`src/rtl/vape_exec_pkg.sv`:
```
// Shared state encoding, cause-bit layout and default re-arm vector for the
// multi-region EXEC monitor.
`default_nettype none

package vape_exec_pkg;

  localparam logic ST_ABORT = 1'b0;
  localparam logic ST_EXEC  = 1'b1;

  typedef enum logic {
    S_ABORT = ST_ABORT,
    S_EXEC  = ST_EXEC
  } state_e;

  localparam int CAUSE_CPU = 0;
  localparam int CAUSE_DMA = 1;
  localparam int CAUSE_CFG = 2;
  localparam int CAUSE_W   = 3;

  localparam logic [15:0] DEF_RESET_HANDLER = 16'h0000;

endpackage

`default_nettype wire

```
`src/rtl/vape_exec_region.sv`:
```
// One protected region: EXEC/ABORT FSM, bounds shadow, sticky cause and a
// saturating abort counter.
`default_nettype none

module vape_exec_region
  import vape_exec_pkg::*;
#(
  parameter int                ADDR_W        = 16,
  parameter int                CNT_W         = 8,
  parameter logic [ADDR_W-1:0] RESET_HANDLER = '0
) (
  input  logic               clk,
  input  logic               i_rst_n,
  input  logic [ADDR_W-1:0]  i_pc,
  input  logic [ADDR_W-1:0]  i_data_addr,
  input  logic               i_data_en,
  input  logic [ADDR_W-1:0]  i_dma_addr,
  input  logic               i_dma_en,
  input  logic               i_en,
  input  logic [ADDR_W-1:0]  i_min,
  input  logic [ADDR_W-1:0]  i_max,
  output logic               o_exec,
  output logic               o_exec_nxt,
  output logic [CAUSE_W-1:0] o_cause,
  output logic [CNT_W-1:0]   o_cnt
);

  state_e              r_state, w_state_nxt;
  logic [CAUSE_W-1:0]  r_cause, w_cause_nxt;
  logic [CNT_W-1:0]    r_cnt, w_cnt_nxt;
  logic [ADDR_W-1:0]   r_sh_min, r_sh_max;
  logic                r_sh_vld;

  logic                w_nonempty, w_cpu_hit, w_dma_hit, w_cfg_hit, w_any_hit;
  logic [CAUSE_W-1:0]  w_hits;

  assign w_nonempty = (i_min <= i_max);
  assign w_cpu_hit  = i_data_en && w_nonempty && (i_data_addr >= i_min) && (i_data_addr <= i_max);
  assign w_dma_hit  = i_dma_en  && w_nonempty && (i_dma_addr  >= i_min) && (i_dma_addr  <= i_max);
  // The shadow is meaningless until it has captured the bounds once after reset.
  assign w_cfg_hit  = r_sh_vld && ((i_min != r_sh_min) || (i_max != r_sh_max));
  assign w_any_hit  = w_cpu_hit || w_dma_hit || w_cfg_hit;

  always_comb begin
    w_hits            = '0;
    w_hits[CAUSE_CPU] = w_cpu_hit;
    w_hits[CAUSE_DMA] = w_dma_hit;
    w_hits[CAUSE_CFG] = w_cfg_hit;
  end

  always_comb begin
    w_state_nxt = r_state;
    w_cause_nxt = r_cause;
    w_cnt_nxt   = r_cnt;
    case (r_state)
      S_EXEC: begin
        if (w_any_hit || !i_en) begin
          w_state_nxt            = S_ABORT;
          w_cause_nxt            = w_hits;
          w_cause_nxt[CAUSE_CFG] = w_cfg_hit || !i_en;
          w_cnt_nxt              = (r_cnt == '1) ? r_cnt : r_cnt + CNT_W'(1);
        end
      end
      S_ABORT: begin
        if ((i_pc == RESET_HANDLER) && i_en && !w_any_hit) begin
          w_state_nxt = S_EXEC;
          w_cause_nxt = '0;
        end else begin
          w_cause_nxt = r_cause | w_hits;
        end
      end
      default: w_state_nxt = S_ABORT;
    endcase
  end

  always_ff @(posedge clk or negedge i_rst_n) begin
    if (!i_rst_n) begin
      r_state  <= S_ABORT;
      r_cause  <= '0;
      r_cnt    <= '0;
      r_sh_min <= '0;
      r_sh_max <= '0;
      r_sh_vld <= 1'b0;
    end else begin
      r_state  <= w_state_nxt;
      r_cause  <= w_cause_nxt;
      r_cnt    <= w_cnt_nxt;
      r_sh_min <= i_min;
      r_sh_max <= i_max;
      r_sh_vld <= 1'b1;
    end
  end

  assign o_exec     = (r_state == S_EXEC);
  assign o_exec_nxt = (w_state_nxt == S_EXEC);
  assign o_cause    = r_cause;
  assign o_cnt      = r_cnt;

endmodule

`default_nettype wire

```
`src/rtl/vape_exec_monitor_multi.sv`:
```
// Multi-region EXEC flag monitor: per-region trackers plus a registered
// AND of the enabled regions' flags.
`default_nettype none

module vape_exec_monitor_multi
  import vape_exec_pkg::*;
#(
  parameter int                NUM_REGIONS   = 4,
  parameter int                ADDR_W        = 16,
  parameter int                CNT_W         = 8,
  parameter logic [ADDR_W-1:0] RESET_HANDLER = ADDR_W'(DEF_RESET_HANDLER)
) (
  input  logic                          clk,
  input  logic                          reset_n,
  input  logic [ADDR_W-1:0]             pc,
  input  logic [ADDR_W-1:0]             data_addr,
  input  logic                          data_en,
  input  logic [ADDR_W-1:0]             dma_addr,
  input  logic                          dma_en,
  input  logic [NUM_REGIONS-1:0]        region_en,
  input  logic [NUM_REGIONS*ADDR_W-1:0] region_min,
  input  logic [NUM_REGIONS*ADDR_W-1:0] region_max,
  output logic [NUM_REGIONS-1:0]        exec,
  output logic                          exec_all,
  output logic [3*NUM_REGIONS-1:0]      abort_cause,
  output logic [CNT_W*NUM_REGIONS-1:0]  abort_cnt
);

  logic [NUM_REGIONS-1:0] w_exec_nxt;
  logic                   r_exec_all;

  for (genvar gi = 0; gi < NUM_REGIONS; gi++) begin : g_region
    vape_exec_region #(
      .ADDR_W        (ADDR_W),
      .CNT_W         (CNT_W),
      .RESET_HANDLER (RESET_HANDLER)
    ) u_region (
      .clk         (clk),
      .i_rst_n     (reset_n),
      .i_pc        (pc),
      .i_data_addr (data_addr),
      .i_data_en   (data_en),
      .i_dma_addr  (dma_addr),
      .i_dma_en    (dma_en),
      .i_en        (region_en[gi]),
      .i_min       (region_min[gi*ADDR_W +: ADDR_W]),
      .i_max       (region_max[gi*ADDR_W +: ADDR_W]),
      .o_exec      (exec[gi]),
      .o_exec_nxt  (w_exec_nxt[gi]),
      .o_cause     (abort_cause[gi*3 +: 3]),
      .o_cnt       (abort_cnt[gi*CNT_W +: CNT_W])
    );
  end

  // Built from next-state flags so it lands in the same cycle as exec.
  always_ff @(posedge clk or negedge reset_n) begin
    if (!reset_n) begin
      r_exec_all <= 1'b0;
    end else begin
      r_exec_all <= (|region_en) && (&(w_exec_nxt | ~region_en));
    end
  end

  assign exec_all = r_exec_all;

endmodule

`default_nettype wire
```
`config.mk`:
```
export PLATFORM = sky130hd
export DESIGN_NAME = vape_exec_monitor_multi
export DESIGN_NICKNAME = d
export VERILOG_FILES = /design/src/rtl/vape_exec_pkg.sv /design/src/rtl/vape_exec_region.sv /design/src/rtl/vape_exec_monitor_multi.sv
export SDC_FILE = /design/constraint.sdc
export NUM_CORES = 1
export LEC_CHECK = 0
export ABC_AREA = 1
export CAP_MARGIN = 20
export CORE_MARGIN = 2
export CORE_UTILIZATION = 40
export CTS_CLUSTER_SIZE = 40
export DETAILED_ROUTE_END_ITERATION = 7
export GPL_ROUTABILITY_DRIVEN = 0
export GPL_TIMING_DRIVEN = 0
export SYNTH_ARGS = -nofsm -noshare
export SYNTH_HDL_FRONTEND = slang
export SYNTH_HIERARCHICAL = 1
export SYNTH_SLANG_ARGS = --single-unit
```
`constraint.sdc`:
```
create_clock -name clk -period 1.8 [get_ports clk]
set_input_delay 0.18 -clock clk [delete_from_list [all_inputs] [get_ports clk]]
set_output_delay 0.18 -clock clk [all_outputs]
set_load 0.02 [all_outputs]
```
### Yosys cells after proc, flatten, opt, wreduce, memory -nomap -nowiden

Cells that the tools add are included.

| storage, ports and cells | value |
|---|---|
| word-level logic and storage cells | 172 |
| bits of input ports | 184 |
| register bits after elaboration | 178 |
| output and inout bits | 49 |

| cells by class | value |
|---|---|
| add/sub/neg operators | 4 |
| mux-type cells | 24 |
| bitwise gates (word level) | 14 |
| $lt $le $gt $ge | 20 |
| reduce and logical (&&, ||, !) cells | 72 |
| equality and inequality tests | 16 |

Operators by type and width:

| cell | number |
|---|---|
| <= comparator 16 bit | 12 |
| greater-or-equal comparator 16 bit | 8 |
| != test 16 bit | 8 |
| logical AND 1 bit | 37 |
| adder 8 x 1 -> 8 bit (second input constant) | 4 |
| == test 8 bit (second input constant) | 4 |
| two-way mux 3 bit | 8 |
| case mux 3 bit (2 select lines) | 4 |
| logical OR 1 bit | 20 |
| logical NOT 16 bit | 1 |
| OR 3 bit | 4 |
| AND reduction 3 bit | 4 |
| logical NOT 1 bit | 8 |
| two-way mux 1 bit | 8 |
| != test 2 bit (second input constant) | 4 |
| inverter 1 bit | 8 |
| case mux 1 bit (2 select lines) | 4 |
| inverter 4 bit | 1 |
| OR 4 bit | 1 |
| AND reduction 4 bit | 1 |
| OR reduction 4 bit | 1 |

### Longest topological paths before layout

Gate-level depths: netlist of run 1.

| logic depth | value |
|---|---|
| depth after elaboration | 13 |
| depth in mapped cells | 19 |
| depth with buffers taken out | 19 |

### Modules after synthesis

The synthesis of run 1 kept the hierarchy.

By module, submodules not included:

| module | cells each | times used | seq. area each (µm²) | area an instance (µm²) |
|---|---|---|---|---|
| vape_exec_region at g_region[0].u_region ... | 497 | 3 | 1126.1 | 3900.0 |
| vape_exec_region at g_region[1].u_region | 495 | 1 | 1126.1 | 3938.8 |
| vape_exec_monitor_multi | 14 | 1 | 25.0 | 76.3 |

### Least setup slack after synthesis of run 1

No wires, ideal clock.

| path | value |
|---|---|
| path kind | in2reg |
| start | in region_max[7] |
| end | reg r_exec_all (netlist: exec_all) |
| data required time | 1.679 ns |
| data arrival time | 1.604 ns |
| path slack | 0.075 ns |
| library setup time | 0.121 ns |
| buffers on the path | 0 |
| cell stages on the path | 13 |
| cell sequence | inv_1 > ha_1 > a21o_1 > nor2_1 > nand2_1 > nand2_1 > nand2_1 > nand2_1 > nand4_1 > nand4_1 > inv_1 > o21ai_0 > nor2_1 |

| between the ends | value |
|---|---|
| cells in the longest elaborated chain, start to end | 13 |
| elaborated cells between the ends (all ways) | 23 |
| classes of those cells | 3 x order compare; 1 x eq/ne; 3 x mux; 1 x bitwise; 15 x reduce/logical |

Ends and longest elaborated chain:

| element | line | source |
|---|---|---|
| start, declared | vape_exec_monitor_multi.sv:22 | `input logic [NUM_REGIONS*ADDR_W-1:0] region_max,` |
| <= comparator 16 bit | vape_exec_region.sv:37 | `assign w_nonempty = (i_min <= i_max);` |
| logical AND 1 bit (on tied branches) (3 in a row) | vape_exec_region.sv:38, vape_exec_region.sv:39 |  |
| logical OR 1 bit | vape_exec_region.sv:42 | `assign w_any_hit = w_cpu_hit \|\| w_dma_hit \|\| w_cfg_hit;` |
| logical OR 1 bit (*) | vape_exec_region.sv:42 |  |
| logical NOT 1 bit | vape_exec_region.sv:65 | `if ((i_pc == RESET_HANDLER) && i_en && !w_any_hit) begin` |
| logical AND 1 bit | vape_exec_region.sv:65 |  |
| two-way mux 1 bit | vape_exec_region.sv:65 |  |
| case mux 1 bit (2 select lines) (*) | vape_exec_region.sv:55 | `case (r_state)` |
| named net w_exec_nxt[0] | vape_exec_monitor_multi.sv:29 | `logic [NUM_REGIONS-1:0] w_exec_nxt;` |
| OR 4 bit (*) | vape_exec_monitor_multi.sv:60 | `r_exec_all <= (\|region_en) && (&(w_exec_nxt \| ~region_en));` |
| AND reduction 4 bit (*) | vape_exec_monitor_multi.sv:60 |  |
| logical AND 1 bit (*) | vape_exec_monitor_multi.sv:60 |  |
| end signal, assigned | vape_exec_monitor_multi.sv:60 |  |
| end, declared | vape_exec_monitor_multi.sv:30 | `logic r_exec_all;` |

Mark *: on every way through the listed nets, which the timed path passes. The rest lies on a longest branch.
A chain may end at the register's enable or synchronous reset.

### Worst setup path after layout of run 1

| path | value |
|---|---|
| start | in region_max[43] |
| end | reg r_exec_all (netlist: exec_all) |

Same word-level chain as after synthesis.

==> results of run 1 <==
-- logic make-up after synthesis --
kind of cell	count (synthesis)
other cells	4
compound gates	189
buf+inv	255
fa+ha+maj	324
simple gates	911
flops	181
xor+xnor	136
-- worst max-delay path by stage --
stage | depth (start not counted) | endpoint | start | slack [ns]
after floorplan | 13 | exec_all | region_max[7] | 0.08
after global placement | 1 | g_region[0].u_region/o_cnt[4] | reset_n | -7.47
after detailed placement | 13 | exec_all | data_addr[11] | -1.54
after CTS | 12 | g_region[3].u_region/o_cnt[2] | g_region[3].u_region/r_sh_min[8] | -0.14
after global routing | 16 | exec_all | region_max[59] | -0.26
final | 16 | exec_all | region_max[43] | -0.13
-- metal layers --
layer | wire length [microns] | global-route usage (%)
met5 | 14 | 0
met3 | 2240 | 3.82
met2 | 23000 | 39.0
met4 | 1520 | 10.8
met1 | 22100 | 31.2
-- critical path: stages --
cell and delay, ns:
sky130_fd_sc_hd__dlygate4sd2_1 0.26, sky130_fd_sc_hd__inv_2 0.09, sky130_fd_sc_hd__ha_1 0.33, sky130_fd_sc_hd__a21oi_2 0.17, sky130_fd_sc_hd__a21oi_2 0.08, sky130_fd_sc_hd__nor2_2 0.24
sky130_fd_sc_hd__nand2_1 0.10, sky130_fd_sc_hd__nand2_2 0.11, sky130_fd_sc_hd__nand4_1 0.12, sky130_fd_sc_hd__buf_6 0.19, sky130_fd_sc_hd__nand4_1 0.11, sky130_fd_sc_hd__inv_1 0.08
sky130_fd_sc_hd__inv_1 0.06, sky130_fd_sc_hd__nand2_1 0.04, sky130_fd_sc_hd__nand3_1 0.08, sky130_fd_sc_hd__nor2_1 0.04
-- Yosys cell counts (5+ instances only) --
cell type / n
sky130_fd_sc_hd__inv_1: 251
sky130_fd_sc_hd__nor3_1: 18
sky130_fd_sc_hd__nor2_1: 160
sky130_fd_sc_hd__or2_1: 5
sky130_fd_sc_hd__a21o_1: 12
sky130_fd_sc_hd__nor4_1: 16
sky130_fd_sc_hd__nand2_1: 540
sky130_fd_sc_hd__a21oi_1: 125
sky130_fd_sc_hd__nand4_1: 51
sky130_fd_sc_hd__nand2_2: 11
sky130_fd_sc_hd__o21ai_0: 36
sky130_fd_sc_hd__xnor2_1: 120
sky130_fd_sc_hd__xor2_1: 16
sky130_fd_sc_hd__nand3_1: 93
sky130_fd_sc_hd__o21a_1: 8
sky130_fd_sc_hd__ha_1: 324
sky130_fd_sc_hd__dfrtp_1: 181
-- power by group through the flow --
| stage | combinational [mW] | clock [mW] | sequential (mW) |
|---|---|---|---|
| floorplan | 1.77 | 0 | 4.45 |
| global route | 3.90 | 4.13 | 4.38 |
| global placement | 3.04 | 0 | 4.43 |
| CTS | 3.31 | 3.97 | 4.35 |
| detailed placement | 3.18 | 0 | 4.43 |
| finish | 3.44 | 3.86 | 4.36 |
-- registers in the layout, summed over array words and instances (netlist names) --
register and flops:
g_region.u_region/o_exec 4, g_region.u_region/r_sh_max 64, g_region.u_region/o_cnt 32, g_region.u_region/r_sh_min 64
g_region.u_region/r_sh_vld 4, exec_all 1, g_region.u_region/o_cause 12
-- layout make-up --
| class | instances | area [sq um] |
|---|---|---|
| well taps | 518 | 648 |
| inverters | 255 | 960 |
| clock inverters | 11 | 125 |
| fillers | 3665 | 18200 |
| multi-input cells | 1568 | 11100 |
| diodes | 8 | 20.0 |
| clock buffers | 20 | 457 |
| repair buffers | 300 | 2700 |
| flip-flops and latches | 181 | 4530 |
-- through the flow --
step	instances	power, mW	hold WS [ns]	utilization (%)
floorplan	2000	6.22	-0.116	-
global placement	2750	7.47	0.487	48.2
detailed placement	2751	7.61	0.167	48.3
CTS	2819	11.6	0.00297	51.4
global route	2858	12.4	0.00265	53.0
finish	2861	11.7	-0.00326	53.0
-- timing repair --
action,CTS,global route
endpoints found under the hold margin,72,28
pin swaps,64,66
hold buffers,7,28
gates cloned,4,0
setup buffers,26,6
gates resized for setup,416,203
endpoints found under the setup margin,49,53
==> flow_summary.html, run 1 <==
<table>
<tr><th>Metric</th><th>Value</th></tr>
<tr><th colspan="2">Synthesis</th></tr>
<tr><td>Fraction of the mapped netlist area in compound gates</td><td>6.65%</td></tr>
<tr><td>Count of flip-flops with a built-in enable after synthesis</td><td>0</td></tr>
<tr><td>Library cell occupying the most area in the post-synthesis netlist</td><td>sky130_fd_sc_hd__dfrtp_1</td></tr>
<tr><td>Synthesized area</td><td>0.0157 sq mm</td></tr>
<tr><td>Post-synthesis mux area share</td><td>0%</td></tr>
<tr><td>Post-synthesis simple-gate area fraction</td><td>25.0%</td></tr>
<tr><td>Total nets after synthesis</td><td>2,508</td></tr>
<tr><td>Share of the synthesized netlist area taken by xor and xnor gates</td><td>7.58%</td></tr>
<tr><td>Primary flip-flop cell chosen by synthesis mapping</td><td>sky130_fd_sc_hd__dfrtp_1</td></tr>
<tr><td>Mean Syn Cell Area</td><td>7.86 sq um</td></tr>
<tr><td>Gate count of the mapped netlist</td><td>2,000</td></tr>
<tr><td>Post-Synth Adder-Cell Area</td><td>25.8%</td></tr>
<tr><td>Top post-synthesis cells by area</td><td>sky130_fd_sc_hd__dfrtp_1 (29%), sky130_fd_sc_hd__ha_1 (26%), sky130_fd_sc_hd__nand2_1 (13%)</td></tr>
<tr><td>Share of the synthesized area in the top cell type</td><td>28.8%</td></tr>
<tr><td>Post-synthesis cell type count</td><td>29</td></tr>
<tr><td>Proportion of synthesized chip area in sequential cells</td><td>28.8%</td></tr>
<tr><td>Main combinational cell family by area after synthesis</td><td>adder cells</td></tr>
<tr><td>Flop and latch count out of synthesis</td><td>181</td></tr>
<tr><td>Async set-or-reset flop fraction in the synthesized netlist</td><td>100%</td></tr>
<tr><td>Total of warnings raised by yosys</td><td>6</td></tr>
<tr><th colspan="2">Routing</th></tr>
<tr><td>DRC violations left</td><td>0</td></tr>
<tr><td>Vias post-DR</td><td>14,300</td></tr>
<tr><td>DR iter-0 viols</td><td>726</td></tr>
<tr><td>Via density per instance</td><td>5.00</td></tr>
<tr><td>Total detailed-routing wirelength</td><td>48.8 mm</td></tr>
<tr><td>Drt pass-1 iters</td><td>5</td></tr>
<tr><td>Wire length per cell after detailed routing</td><td>17.1 microns</td></tr>
<tr><td>Detail Route Antenna Nets</td><td>0</td></tr>
<tr><th colspan="2">Floorplanning</th></tr>
<tr><td>I/O pin total</td><td>233</td></tr>
<tr><td>Total core area</td><td>0.0387 sq mm</td></tr>
<tr><td>Horizontal die dimension</td><td>202 microns</td></tr>
<tr><td>Initial core utilization</td><td>40.6%</td></tr>
<tr><td>Row count</td><td>72</td></tr>
<tr><td>Die outline area</td><td>0.0409 sq mm</td></tr>
<tr><td>Die Span Y</td><td>202 microns</td></tr>
<tr><th colspan="2">Finish</th></tr>
<tr><td># nets final</td><td>2,831</td></tr>
<tr><td>Layout Cell Area excl Fill</td><td>0.0205 sq mm</td></tr>
<tr><td>Most frequent standard cell in the layout excluding fill and tap cells</td><td>sky130_fd_sc_hd__nand2_1</td></tr>
<tr><td>Fraction of final layout cells with drive strength greater than 1</td><td>15.8%</td></tr>
<tr><td>Leading cell types in the layout, fill and taps excluded</td><td>sky130_fd_sc_hd__nand2_1 (478), sky130_fd_sc_hd__ha_1 (317), sky130_fd_sc_hd__inv_1 (201), sky130_fd_sc_hd__dfrtp_1 (181), sky130_fd_sc_hd__xnor2_1 (119)</td></tr>
<tr><td>Area overhead of the layout relative to synthesis</td><td>30.7%</td></tr>
<tr><th colspan="2">Clocking</th></tr>
<tr><td>H-tree level count</td><td>4</td></tr>
<tr><td>Clock buffers created by TritonCTS</td><td>17</td></tr>
<tr><td>Clock transition time at the flip-flop clock pins of the worst setup and hold paths</td><td>0.07 ns</td></tr>
<tr><td>Clock latency reported for the late side of the worst-skew pair</td><td>0.46 ns</td></tr>
<tr><td>CTS tree</td><td>done</td></tr>
<tr><td>Root Buffer</td><td>sky130_fd_sc_hd__clkbuf_16</td></tr>
<tr><td>Clock tree sinks</td><td>181</td></tr>
<tr><td>Bufs on Longest Clock Path</td><td>2</td></tr>
<tr><th colspan="2">STA</th></tr>
<tr><td>Number of max-slew violations in the final report</td><td>0</td></tr>
<tr><td>Headroom to the max-slew limit</td><td>54.0%</td></tr>
<tr><td>Total negative setup slack</td><td>-1.62 ns</td></tr>
<tr><td>Peak Freq</td><td>519 MHz</td></tr>
<tr><td>Fin crit period</td><td>1.93 ns</td></tr>
<tr><td>Number of setup violations in the final report</td><td>40</td></tr>
<tr><td>Setup repair after global routing missed its margin</td><td>yes</td></tr>
<tr><td>Measured slew at the worst slew-check pin</td><td>0.688 ns</td></tr>
<tr><td>Hold Slack</td><td>-0.00326 ns</td></tr>
<tr><td>Worst setup slack after layout</td><td>-0.127 ns</td></tr>
<tr><td>Count of endpoints failing hold in the final timing report</td><td>2</td></tr>
<tr><td>Final critical-path share of the clock period</td><td>107%</td></tr>
<tr><td>Maximum clock skew at final layout</td><td>0.0140 ns</td></tr>
<tr><th colspan="2">Worst setup path</th></tr>
<tr><td>Crit. End Element</td><td>flop</td></tr>
<tr><td>CP arrival</td><td>2.28 ns</td></tr>
<tr><td>Critical Path Source Type</td><td>primary input</td></tr>
<tr><td>Start of the worst register-to-register path</td><td>g_region[1].u_region/r_sh_min[12]</td></tr>
<tr><td>Worst Reg2Reg Path Length in Cells</td><td>15</td></tr>
<tr><td>Critical Path RT</td><td>2.15 ns</td></tr>
<tr><td>Max Fanout on Critical Path</td><td>3</td></tr>
<tr><td>Endpoint of the worst-slack reg-to-reg timing path</td><td>exec_all</td></tr>
<tr><td>Kind of critical path</td><td>primary input to flop</td></tr>
<tr><td>Worst reg-to-reg setup slack</td><td>-0.09 ns</td></tr>
<tr><th colspan="2">Power</th></tr>
<tr><td>Net switching power figure</td><td>3.87 mW</td></tr>
<tr><td>Worst supply voltage drop on vdd</td><td>0.609 mV</td></tr>
<tr><td>Sequential group share of total power</td><td>37.4%</td></tr>
<tr><td>Part of the total power dissipated in combinational logic</td><td>29.5%</td></tr>
<tr><td>Switching power share of the total</td><td>33.2%</td></tr>
<tr><td>Total internal power</td><td>7.78 mW</td></tr>
<tr><td>Ratio of total power to cell area</td><td>567 mW/mm^2</td></tr>
<tr><td>Lkg Pwr</td><td>10.5 nW</td></tr>
<tr><td>Clk pwr share</td><td>33.1%</td></tr>
<tr><th colspan="2">Global routing</th></tr>
<tr><td>Global routing usage summed across all routing layers</td><td>23.9%</td></tr>
<tr><td>Number of antenna violations at the first check in global routing</td><td>9</td></tr>
<tr><td>Global route total overflow</td><td>0</td></tr>
<tr><td>Via count of the first global-routing pass</td><td>14,000</td></tr>
<tr><td>Wire length of the first global-routing pass</td><td>75.1 mm</td></tr>
<tr><td>Pin count of the biggest net entering global routing</td><td>116</td></tr>
<tr><th colspan="2">Hold path</th></tr>
<tr><td>Classification of the worst-slack hold path</td><td>primary input to flop</td></tr>
<tr><td>Number of cells on the worst hold path</td><td>1</td></tr>
<tr><td>Start point of the worst min-delay path</td><td>region_max[63]</td></tr>
<tr><td>Worst-case hold path end point</td><td>g_region[3].u_region/r_sh_max[15]</td></tr>
<tr><th colspan="2">Run status</th></tr>
<tr><td>Run status</td><td>finished, violations left</td></tr>
<tr><td>Violated checks</td><td>hold timing, setup timing</td></tr>
<tr><th colspan="2">Run</th></tr>
<tr><td>Max-cap viol count</td><td>0</td></tr>
<tr><th colspan="2">Placed design</th></tr>
<tr><td>Detailed placer's ending HPWL</td><td>37.2 mm</td></tr>
<tr><td>Number of port buffers</td><td>232</td></tr>
<tr><td>Post-place instance area</td><td>0.0187 sq mm</td></tr>
<tr><td>Dpl ws</td><td>-1.54 ns</td></tr>
</table>
No activity file was read; power rests on OpenSTA's default activity.
==> run 2, diff against run 1 <==
ABC_AREA = default   (was 1)
==> run 2 against run 1 <==
Net effect: the flow finishes with violations (setup timing); non-clock buffer count grew 88; core utilization grew 7.3 points; synthesized cell count shrank 26%; flip-flop and latch count is the same; clock skew shrank 0.0061 ns; die area shrank 5.4%; combinational power grew 13%; critical endpoint is now g_region[2].u_region/o_cnt[7].
==> flow_summary.html, run 2 <==
<table>
<tr><th>Metric</th><th>Value</th></tr>
<tr><th colspan="2">STA</th></tr>
<tr><td>Fin crit period</td><td>2.33 ns</td></tr>
<tr><td>Maximum clock skew at final layout</td><td>0.00794 ns</td></tr>
<tr><td>Setup repair after global routing missed its margin</td><td>yes</td></tr>
<tr><td>Count of endpoints failing hold in the final timing report</td><td>0</td></tr>
<tr><td>Number of max-slew violations in the final report</td><td>0</td></tr>
<tr><td>Final critical-path share of the clock period</td><td>129%</td></tr>
<tr><td>Peak Freq</td><td>429 MHz</td></tr>
<tr><td>Number of setup violations in the final report</td><td>49</td></tr>
<tr><td>Measured slew at the worst slew-check pin</td><td>0.609 ns</td></tr>
<tr><td>Total negative setup slack</td><td>-18.62 ns</td></tr>
<tr><td>Worst setup slack after layout</td><td>-0.529 ns</td></tr>
<tr><td>Headroom to the max-slew limit</td><td>59.4%</td></tr>
<tr><th colspan="2">Global routing</th></tr>
<tr><td>Pin count of the biggest net entering global routing</td><td>105</td></tr>
<tr><td>Via count of the first global-routing pass</td><td>13,300</td></tr>
<tr><td>Global routing usage summed across all routing layers</td><td>26.0%</td></tr>
<tr><td>Number of antenna violations at the first check in global routing</td><td>0</td></tr>
<tr><td>Wire length of the first global-routing pass</td><td>76.0 mm</td></tr>
<tr><td>Global route total overflow</td><td>0</td></tr>
<tr><th colspan="2">Synthesis</th></tr>
<tr><td>Flop and latch count out of synthesis</td><td>181</td></tr>
<tr><td>Library cell occupying the most area in the post-synthesis netlist</td><td>sky130_fd_sc_hd__dfrtp_1</td></tr>
<tr><td>Async set-or-reset flop fraction in the synthesized netlist</td><td>100%</td></tr>
<tr><td>Dominant cell by count in the synthesized netlist</td><td>sky130_fd_sc_hd__ha_1</td></tr>
<tr><td>Ranking of synthesized cells by instance count</td><td>sky130_fd_sc_hd__ha_1 (324), sky130_fd_sc_hd__dfrtp_1 (181), sky130_fd_sc_hd__inv_1 (142), sky130_fd_sc_hd__xor2_1 (129), sky130_fd_sc_hd__a21oi_1 (101)</td></tr>
<tr><td>Primary flip-flop cell chosen by synthesis mapping</td><td>sky130_fd_sc_hd__dfrtp_1</td></tr>
<tr><td>Proportion of synthesized chip area in sequential cells</td><td>30.5%</td></tr>
<tr><td>Gate count of the mapped netlist</td><td>1,487</td></tr>
<tr><td>Share of the synthesized area in the top cell type</td><td>30.5%</td></tr>
<tr><td>Synthesized area</td><td>0.0148 sq mm</td></tr>
<tr><td>Mean Syn Cell Area</td><td>9.98 sq um</td></tr>
<tr><td>Total of warnings raised by yosys</td><td>6</td></tr>
<tr><td>Count of flip-flops with a built-in enable after synthesis</td><td>0</td></tr>
<tr><td>Total nets after synthesis</td><td>1,995</td></tr>
<tr><td>Post-synthesis cell type count</td><td>58</td></tr>
<tr><td>Top post-synthesis cells by area</td><td>sky130_fd_sc_hd__dfrtp_1 (31%), sky130_fd_sc_hd__ha_1 (27%), sky130_fd_sc_hd__xor2_1 (7.6%)</td></tr>
<tr><th colspan="2">Routing</th></tr>
<tr><td>Via density per instance</td><td>5.52</td></tr>
<tr><td>Vias post-DR</td><td>13,100</td></tr>
<tr><td>DRC violations left</td><td>0</td></tr>
<tr><td>Wire length per cell after detailed routing</td><td>21.3 microns</td></tr>
<tr><td>Total detailed-routing wirelength</td><td>50.6 mm</td></tr>
<tr><td>Detail Route Antenna Nets</td><td>0</td></tr>
<tr><td>Drt pass-1 iters</td><td>5</td></tr>
<tr><td>DR iter-0 viols</td><td>433</td></tr>
<tr><th colspan="2">Floorplanning</th></tr>
<tr><td>Die outline area</td><td>0.0387 sq mm</td></tr>
<tr><td>I/O pin total</td><td>233</td></tr>
<tr><td>Die Span Y</td><td>197 microns</td></tr>
<tr><td>Row count</td><td>70</td></tr>
<tr><td>Initial core utilization</td><td>40.5%</td></tr>
<tr><td>Horizontal die dimension</td><td>197 microns</td></tr>
<tr><td>Total core area</td><td>0.0366 sq mm</td></tr>
<tr><th colspan="2">Finish</th></tr>
<tr><td>Most frequent standard cell in the layout excluding fill and tap cells</td><td>sky130_fd_sc_hd__ha_1</td></tr>
<tr><td>Area used by multi-input combinational logic</td><td>0.0118 sq mm</td></tr>
<tr><td>Area overhead of the layout relative to synthesis</td><td>48.7%</td></tr>
<tr><td># nets final</td><td>2,399</td></tr>
<tr><td>Layout Cell Area excl Fill</td><td>0.0221 sq mm</td></tr>
<tr><td>Post-Route Utilization</td><td>60.3%</td></tr>
<tr><td>Antenna cells</td><td>0</td></tr>
<tr><td>Total area of sequential cells</td><td>0.00453 sq mm</td></tr>
<tr><td>Leading cell types in the layout, fill and taps excluded</td><td>sky130_fd_sc_hd__ha_1 (240), sky130_fd_sc_hd__dfrtp_1 (181), sky130_fd_sc_hd__xor2_1 (129), sky130_fd_sc_hd__inv_1 (83), sky130_fd_sc_hd__ha_4 (81)</td></tr>
<tr><td>Fraction of final layout cells with drive strength greater than 1</td><td>29.3%</td></tr>
<tr><td>Layout fillers</td><td>3,106</td></tr>
<tr><th colspan="2">Run</th></tr>
<tr><td>Max-cap viol count</td><td>0</td></tr>
<tr><th colspan="2">Power</th></tr>
<tr><td>Worst supply voltage drop on vdd</td><td>0.697 mV</td></tr>
<tr><td>Ratio of total power to cell area</td><td>547 mW/mm^2</td></tr>
<tr><td>Overall power</td><td>12.1 mW</td></tr>
<tr><td>Lkg Pwr</td><td>10.0 nW</td></tr>
<tr><th colspan="2">Placed design</th></tr>
<tr><td>Number of port buffers</td><td>232</td></tr>
<tr><td>Dpl ws</td><td>-2.12 ns</td></tr>
<tr><td>Post-place instance area</td><td>0.0183 sq mm</td></tr>
<tr><td>Detailed placer's ending HPWL</td><td>37.0 mm</td></tr>
<tr><th colspan="2">Worst setup path</th></tr>
<tr><td>Critical Path RT</td><td>2.15 ns</td></tr>
<tr><td>CP arrival</td><td>2.68 ns</td></tr>
<tr><td>Critical path buffers and inverters</td><td>4</td></tr>
<tr><td>Kind of critical path</td><td>primary input to flop</td></tr>
<tr><td>Max Fanout on Critical Path</td><td>5</td></tr>
<tr><td>Slowest cell on the critical path</td><td>sky130_fd_sc_hd__or4_4</td></tr>
<tr><td>Maximum cell stage delay along the critical path</td><td>0.56 ns</td></tr>
<tr><td>Worst path top cell family by delay</td><td>simple AND/OR/NAND/NOR gates</td></tr>
<tr><td>Ordered list of cells on the worst path</td><td>buf_2 -&gt; inv_4 -&gt; ha_4 -&gt; nand2_1 -&gt; or4_4 -&gt; buf_6 -&gt; nor3_4 -&gt; o22ai_4 -&gt; a211oi_4 -&gt; buf_12 -&gt; o211ai_2 -&gt; mux2_4</td></tr>
<tr><td>Critical Path Source Type</td><td>primary input</td></tr>
<tr><td>Crit. End Element</td><td>flop</td></tr>
<tr><th colspan="2">Clocking</th></tr>
<tr><td>Clock transition time at the flip-flop clock pins of the worst setup and hold paths</td><td>0.07 ns</td></tr>
<tr><td>Root Buffer</td><td>sky130_fd_sc_hd__clkbuf_16</td></tr>
<tr><td>Clock buffers created by TritonCTS</td><td>17</td></tr>
<tr><td>Clock tree sinks</td><td>181</td></tr>
<tr><td>CTS tree</td><td>done</td></tr>
<tr><td>Bufs on Longest Clock Path</td><td>2</td></tr>
<tr><td>H-tree level count</td><td>4</td></tr>
<tr><td>Clock latency reported for the late side of the worst-skew pair</td><td>0.46 ns</td></tr>
<tr><th colspan="2">Run status</th></tr>
<tr><td>Run status</td><td>finished, violations left</td></tr>
<tr><td>Violated checks</td><td>setup timing</td></tr>
<tr><th colspan="2">Hold path</th></tr>
<tr><td>Classification of the worst-slack hold path</td><td>primary input to flop</td></tr>
</table>
[run 2: cell count changes after synthesis, sizes merged, moves of 33 or more]
| cell | previous run | this run |
|---|---|---|
| nand2 | 555 | 44 |
| nor2 | 160 | 47 |
| xnor2 | 120 | 23 |
| inv | 255 | 142 |
| nand3 | 97 | 20 |
| nor2b | 0 | 33 |
| a21o | 12 | 65 |
| nor4 | 16 | 60 |
| xor2 | 16 | 129 |
[run 2: routing by layer]
layer / track usage, % / part of all wire [%] / up-vias
met4: 11.4 / 4.2 / 0
met1: 34.6 / 45 / 6369
li1: - / - / 6308
met3: 4.11 / 4.8 / 96
met5: 0 / 0 / -
met2: 41.8 / 46 / 332
[run 2: report_power, final]
part	switching [mW]	internal (mW)	total, mW
Clock	1.71	2.20	3.91
Combinational	2.08	1.80	3.87
Sequential	0.0711	4.22	4.29
Total	3.86	8.22	12.1
[run 2: cells by family (layout without fill, tap and decap cells)]
| logic type | count (synthesis) | after routing | synth area share, % |
|---|---|---|---|
| flops | 181 | 181 | 30.5 |
| compound gates | 310 | 310 | 14.2 |
| other cells | 4 | 4 | 0.101 |
| fa+ha+maj | 324 | 324 | 27.3 |
| simple gates | 363 | 363 | 14.4 |
| buf+inv | 145 | 562 | 3.67 |
| xor+xnor | 152 | 152 | 8.97 |
| mux | 8 | 8 | 0.759 |
[run 2: worst paths after layout]
path                       slack (ns)  cells past startpoint                           endpoint                               from
setup / recovery                -0.53                     12      g_region[2].u_region/o_cnt[7]                     region_max[41]
hold / removal                   0.02                      1   g_region[2].u_region/r_sh_min[7]                     region_min[39]
setup reg to reg                -0.43                      9                           exec_all  g_region[2].u_region/r_sh_max[15]
hold reg to reg                  0.49                      1      g_region[3].u_region/o_cnt[6]      g_region[3].u_region/o_cnt[6]
max in group asynchronous        0.57                      3      g_region[3].u_region/o_cnt[5]                            reset_n
min in group asynchronous        0.27                      2  g_region[0].u_region/r_sh_max[14]                            reset_n
[run 2: final cells by class]
type	count	share of cell area, %
Buffer	3	0.0510
Clock buffer	22	2.19
Clock inverter	10	0.538
Inverter	142	3.23
Multi-Input combinational cell	1161	53.7
Sequential cell	181	20.5
Tap cell	468	2.65
Timing Repair Buffer	385	17.2
[run 2: per-stage QoR]
| step | hold WS (ns) | std cells |
|---|---|---|
| after detailed placement | 0.192 | 2188 |
| final | 0.0180 | 2372 |
| after floorplan | -0.116 | 1487 |
| after CTS | 0.000509 | 2336 |
| after global routing | 0.00820 | 2372 |
| after global placement | 0.478 | 2187 |
[run 2: repair_timing]
| action | CTS | global route |
|---|---|---|
| buffers inserted | 53 | 20 |
| pin swaps | 95 | 90 |
| resized for setup | 882 | 173 |
| hold buffers | 62 | 18 |
| endpoints found under the setup margin | 49 | 52 |
| endpoints found under the hold margin | 138 | 18 |
| cloned | 1 | 0 |
==> run 3, diff against run 2 <==
CORE_MARGIN = 5   (was 2)
==> run 3 against run 2 <==
Net effect: the flow still finishes with violations (setup timing); cell count up 0.51%; flip-flop and latch count unchanged; non-clock buffer count up 12; count of clock-buffer cells in the layout down 5; hold slack better by 0.0054 ns; sequential share of layout area down 0.18 points; clock skew up 0.0051 ns; critical path type unchanged.
==> flow_summary.html, run 3 (synthesized netlist as in run 2, its figures left out) <==
<table>
<tr><th>Metric</th><th>Value</th></tr>
<tr><th colspan="2">Run status</th></tr>
<tr><td>Run status</td><td>finished, violations left</td></tr>
<tr><td>Violated checks</td><td>setup timing</td></tr>
<tr><th colspan="2">Worst setup path</th></tr>
<tr><td>Start of the worst register-to-register path</td><td>g_region[0].u_region/r_sh_max[15]</td></tr>
<tr><td>Endpoint of the worst-slack reg-to-reg timing path</td><td>exec_all</td></tr>
<tr><td>Setup crit end</td><td>g_region[2].u_region/o_cnt[7]</td></tr>
<tr><td>Critical Path Source Type</td><td>primary input</td></tr>
<tr><td>Worst reg-to-reg setup slack</td><td>-0.45 ns</td></tr>
<tr><td>Kind of critical path</td><td>primary input to flop</td></tr>
<tr><td>Crit. End Element</td><td>flop</td></tr>
<tr><td>CP arrival</td><td>2.63 ns</td></tr>
<tr><td>Worst setup path startpoint</td><td>region_max[45]</td></tr>
<tr><td>Max Fanout on Critical Path</td><td>8</td></tr>
<tr><td>Worst Reg2Reg Path Length in Cells</td><td>9</td></tr>
<tr><td>Critical Path RT</td><td>2.15 ns</td></tr>
<tr><th colspan="2">Power</th></tr>
<tr><td>Switching power share of the total</td><td>33.5%</td></tr>
<tr><td>Clk pwr share</td><td>31.9%</td></tr>
<tr><td>Net switching power figure</td><td>4.05 mW</td></tr>
<tr><td>Ratio of total power to cell area</td><td>543 mW/mm^2</td></tr>
<tr><td>Sequential group share of total power</td><td>35.5%</td></tr>
<tr><td>Lkg Pwr</td><td>10.1 nW</td></tr>
<tr><td>Worst supply voltage drop on vdd</td><td>0.675 mV</td></tr>
<tr><td>Overall power</td><td>12.1 mW</td></tr>
<tr><td>Part of the total power dissipated in combinational logic</td><td>32.6%</td></tr>
<tr><td>Total internal power</td><td>8.03 mW</td></tr>
<tr><th colspan="2">Floorplanning</th></tr>
<tr><td>Total core area</td><td>0.0366 sq mm</td></tr>
<tr><td>I/O pin total</td><td>233</td></tr>
<tr><td>Row count</td><td>70</td></tr>
<tr><td>Initial core utilization</td><td>40.5%</td></tr>
<tr><td>Horizontal die dimension</td><td>203 microns</td></tr>
<tr><td>Die outline area</td><td>0.0411 sq mm</td></tr>
<tr><td>Die Span Y</td><td>203 microns</td></tr>
<tr><th colspan="2">STA</th></tr>
<tr><td>Fin crit period</td><td>2.29 ns</td></tr>
<tr><td>Number of setup violations in the final report</td><td>49</td></tr>
<tr><td>Final critical-path share of the clock period</td><td>127%</td></tr>
<tr><td>Maximum clock skew at final layout</td><td>0.0130 ns</td></tr>
<tr><td>Peak Freq</td><td>437 MHz</td></tr>
<tr><td>Hold Slack</td><td>0.0234 ns</td></tr>
<tr><td>Headroom to the max-slew limit</td><td>57.6%</td></tr>
<tr><td>Worst setup slack after layout</td><td>-0.487 ns</td></tr>
<tr><td>Count of endpoints failing hold in the final timing report</td><td>0</td></tr>
<tr><td>Setup repair after global routing missed its margin</td><td>yes</td></tr>
<tr><td>Number of max-slew violations in the final report</td><td>0</td></tr>
<tr><td>Measured slew at the worst slew-check pin</td><td>0.636 ns</td></tr>
<tr><th colspan="2">Placed design</th></tr>
<tr><td>Number of port buffers</td><td>232</td></tr>
<tr><td>Detailed placer's ending HPWL</td><td>37.7 mm</td></tr>
<tr><th colspan="2">Clocking</th></tr>
<tr><td>Root Buffer</td><td>sky130_fd_sc_hd__clkbuf_16</td></tr>
<tr><td>Clock tree sinks</td><td>181</td></tr>
<tr><td>Clock buffers created by TritonCTS</td><td>17</td></tr>
<tr><td>Clock latency reported for the late side of the worst-skew pair</td><td>0.47 ns</td></tr>
<tr><td>H-tree level count</td><td>4</td></tr>
<tr><td>CTS tree</td><td>done</td></tr>
<tr><td>Bufs on Longest Clock Path</td><td>2</td></tr>
<tr><td>Clock transition time at the flip-flop clock pins of the worst setup and hold paths</td><td>0.07 ns</td></tr>
<tr><th colspan="2">Routing</th></tr>
<tr><td>Wire length per cell after detailed routing</td><td>21.7 microns</td></tr>
<tr><td>DR iter-0 viols</td><td>597</td></tr>
<tr><td>Detail Route Antenna Nets</td><td>0</td></tr>
<tr><td>Vias post-DR</td><td>13,300</td></tr>
<tr><td>Total detailed-routing wirelength</td><td>51.8 mm</td></tr>
<tr><td>DRC violations left</td><td>0</td></tr>
<tr><td>Drt pass-1 iters</td><td>5</td></tr>
<tr><td>Via density per instance</td><td>5.59</td></tr>
<tr><th colspan="2">Hold path</th></tr>
<tr><td>Classification of the worst-slack hold path</td><td>primary input to flop</td></tr>
<tr><th colspan="2">Finish</th></tr>
<tr><td>Leading cell types in the layout, fill and taps excluded</td><td>sky130_fd_sc_hd__ha_1 (240), sky130_fd_sc_hd__dfrtp_1 (181), sky130_fd_sc_hd__xor2_1 (129), sky130_fd_sc_hd__dlygate4sd3_1 (83), sky130_fd_sc_hd__ha_4 (82)</td></tr>
<tr><td>Area overhead of the layout relative to synthesis</td><td>50.0%</td></tr>
<tr><td>Most frequent standard cell in the layout excluding fill and tap cells</td><td>sky130_fd_sc_hd__ha_1</td></tr>
<tr><td>Layout fillers</td><td>3,038</td></tr>
<tr><td># nets final</td><td>2,411</td></tr>
<tr><td>Antenna cells</td><td>0</td></tr>
<tr><td>Fraction of final layout cells with drive strength greater than 1</td><td>30.4%</td></tr>
<tr><th colspan="2">Run</th></tr>
<tr><td>Max-cap viol count</td><td>0</td></tr>
<tr><th colspan="2">Global routing</th></tr>
<tr><td>Pin count of the biggest net entering global routing</td><td>117</td></tr>
<tr><td>Global route total overflow</td><td>0</td></tr>
<tr><td>Via count of the first global-routing pass</td><td>13,900</td></tr>
<tr><td>Global routing usage summed across all routing layers</td><td>24.5%</td></tr>
<tr><td>Number of antenna violations at the first check in global routing</td><td>0</td></tr>
<tr><td>Wire length of the first global-routing pass</td><td>78.4 mm</td></tr>
</table>
[run 3: power groups by stage]
stage	Sequential [mW]	Clock (mW)	Combinational, mW
after floorplan	4.37	0	1.61
after detailed placement	4.37	0	2.98
after CTS	4.29	3.92	3.60
after global routing	4.31	4.09	4.32
after global placement	4.37	0	2.87
final	4.29	3.85	3.94
[run 3: how the worst min path moves through the flow]
stage          slack (ns)  depth (start not counted)                           from                           endpoint
2_1_floorplan       -0.12                          0                        reset_n                           exec_all
3_3_place_gp         0.47                          1  g_region[1].u_region/o_cnt[4]      g_region[1].u_region/o_cnt[4]
3_5_place_dp         0.15                          1                        reset_n  g_region[0].u_region/r_sh_max[14]
4_1_cts             0.002                          1                 region_min[61]  g_region[3].u_region/r_sh_min[13]
5_1_grt             0.007                          1                 region_min[20]   g_region[1].u_region/r_sh_min[4]
6_report             0.02                          1                 region_min[20]   g_region[1].u_region/r_sh_min[4]
[run 3: what timing repair did]
item                                    CTS  global route
hold buffers                             58            25
setup buffers                            54            29
endpoints found under the hold margin   122            25
endpoints found under the setup margin   49            51
pin swaps                               102            98
resized for setup                       899           212
gates cloned                              1             0
[run 3: per-layer routing]
| layer | vias to the layer above | GRT usage (%) | share of wire (%) |
|---|---|---|---|
| met1 | 6547 | 33.1 | 45 |
| met3 | 96 | 3.40 | 3.7 |
| met4 | 0 | 8.44 | 3.4 |
| met2 | 353 | 40.5 | 48 |
| li1 | 6336 | - | - |
| met5 | - | 0 | 0 |
[run 3: area by class of cell]
cell class                 count  area (sq um)  area share [%]
buffer                         3          11.3          0.0506
clock buffer                  17           425            1.91
clock inverter                15           165           0.742
inverter                     142           734            3.30
multi-input combinational   1161         11900            53.3
sequential                   181          4530            20.3
tap                          468           586            2.63
timing repair buffer         397          3940            17.7
[run 3: critical path: stages]
cell and delay (ns):
sky130_fd_sc_hd__buf_8 0.09, sky130_fd_sc_hd__clkinvlp_4 0.12, sky130_fd_sc_hd__ha_4 0.26, sky130_fd_sc_hd__buf_6 0.11, sky130_fd_sc_hd__a21o_1 0.15, sky130_fd_sc_hd__a21oi_2 0.12, sky130_fd_sc_hd__and2b_2 0.26, sky130_fd_sc_hd__nor4_4 0.33
sky130_fd_sc_hd__o22ai_4 0.15, sky130_fd_sc_hd__a211oi_4 0.29, sky130_fd_sc_hd__buf_6 0.17, sky130_fd_sc_hd__o211ai_2 0.10, sky130_fd_sc_hd__mux2_4 0.30
[run 3: through the flow]
step / setup slack (ns) / TNS, ns / cell area, sq um / std cells / util [%]
6_report: -0.487 / -17.22 / 22300 / 2384 / 60.8
5_1_grt: -0.575 / -20.66 / 22300 / 2384 / 60.8
4_1_cts: -0.522 / -16.45 / 21300 / 2333 / 58.1
3_5_place_dp: -2.21 / -92.57 / 18300 / 2188 / 50.0
3_3_place_gp: -7.11 / -1372.59 / 18300 / 2187 / 49.9
2_1_floorplan: -0.623 / -22.85 / 15400 / 1487 / -
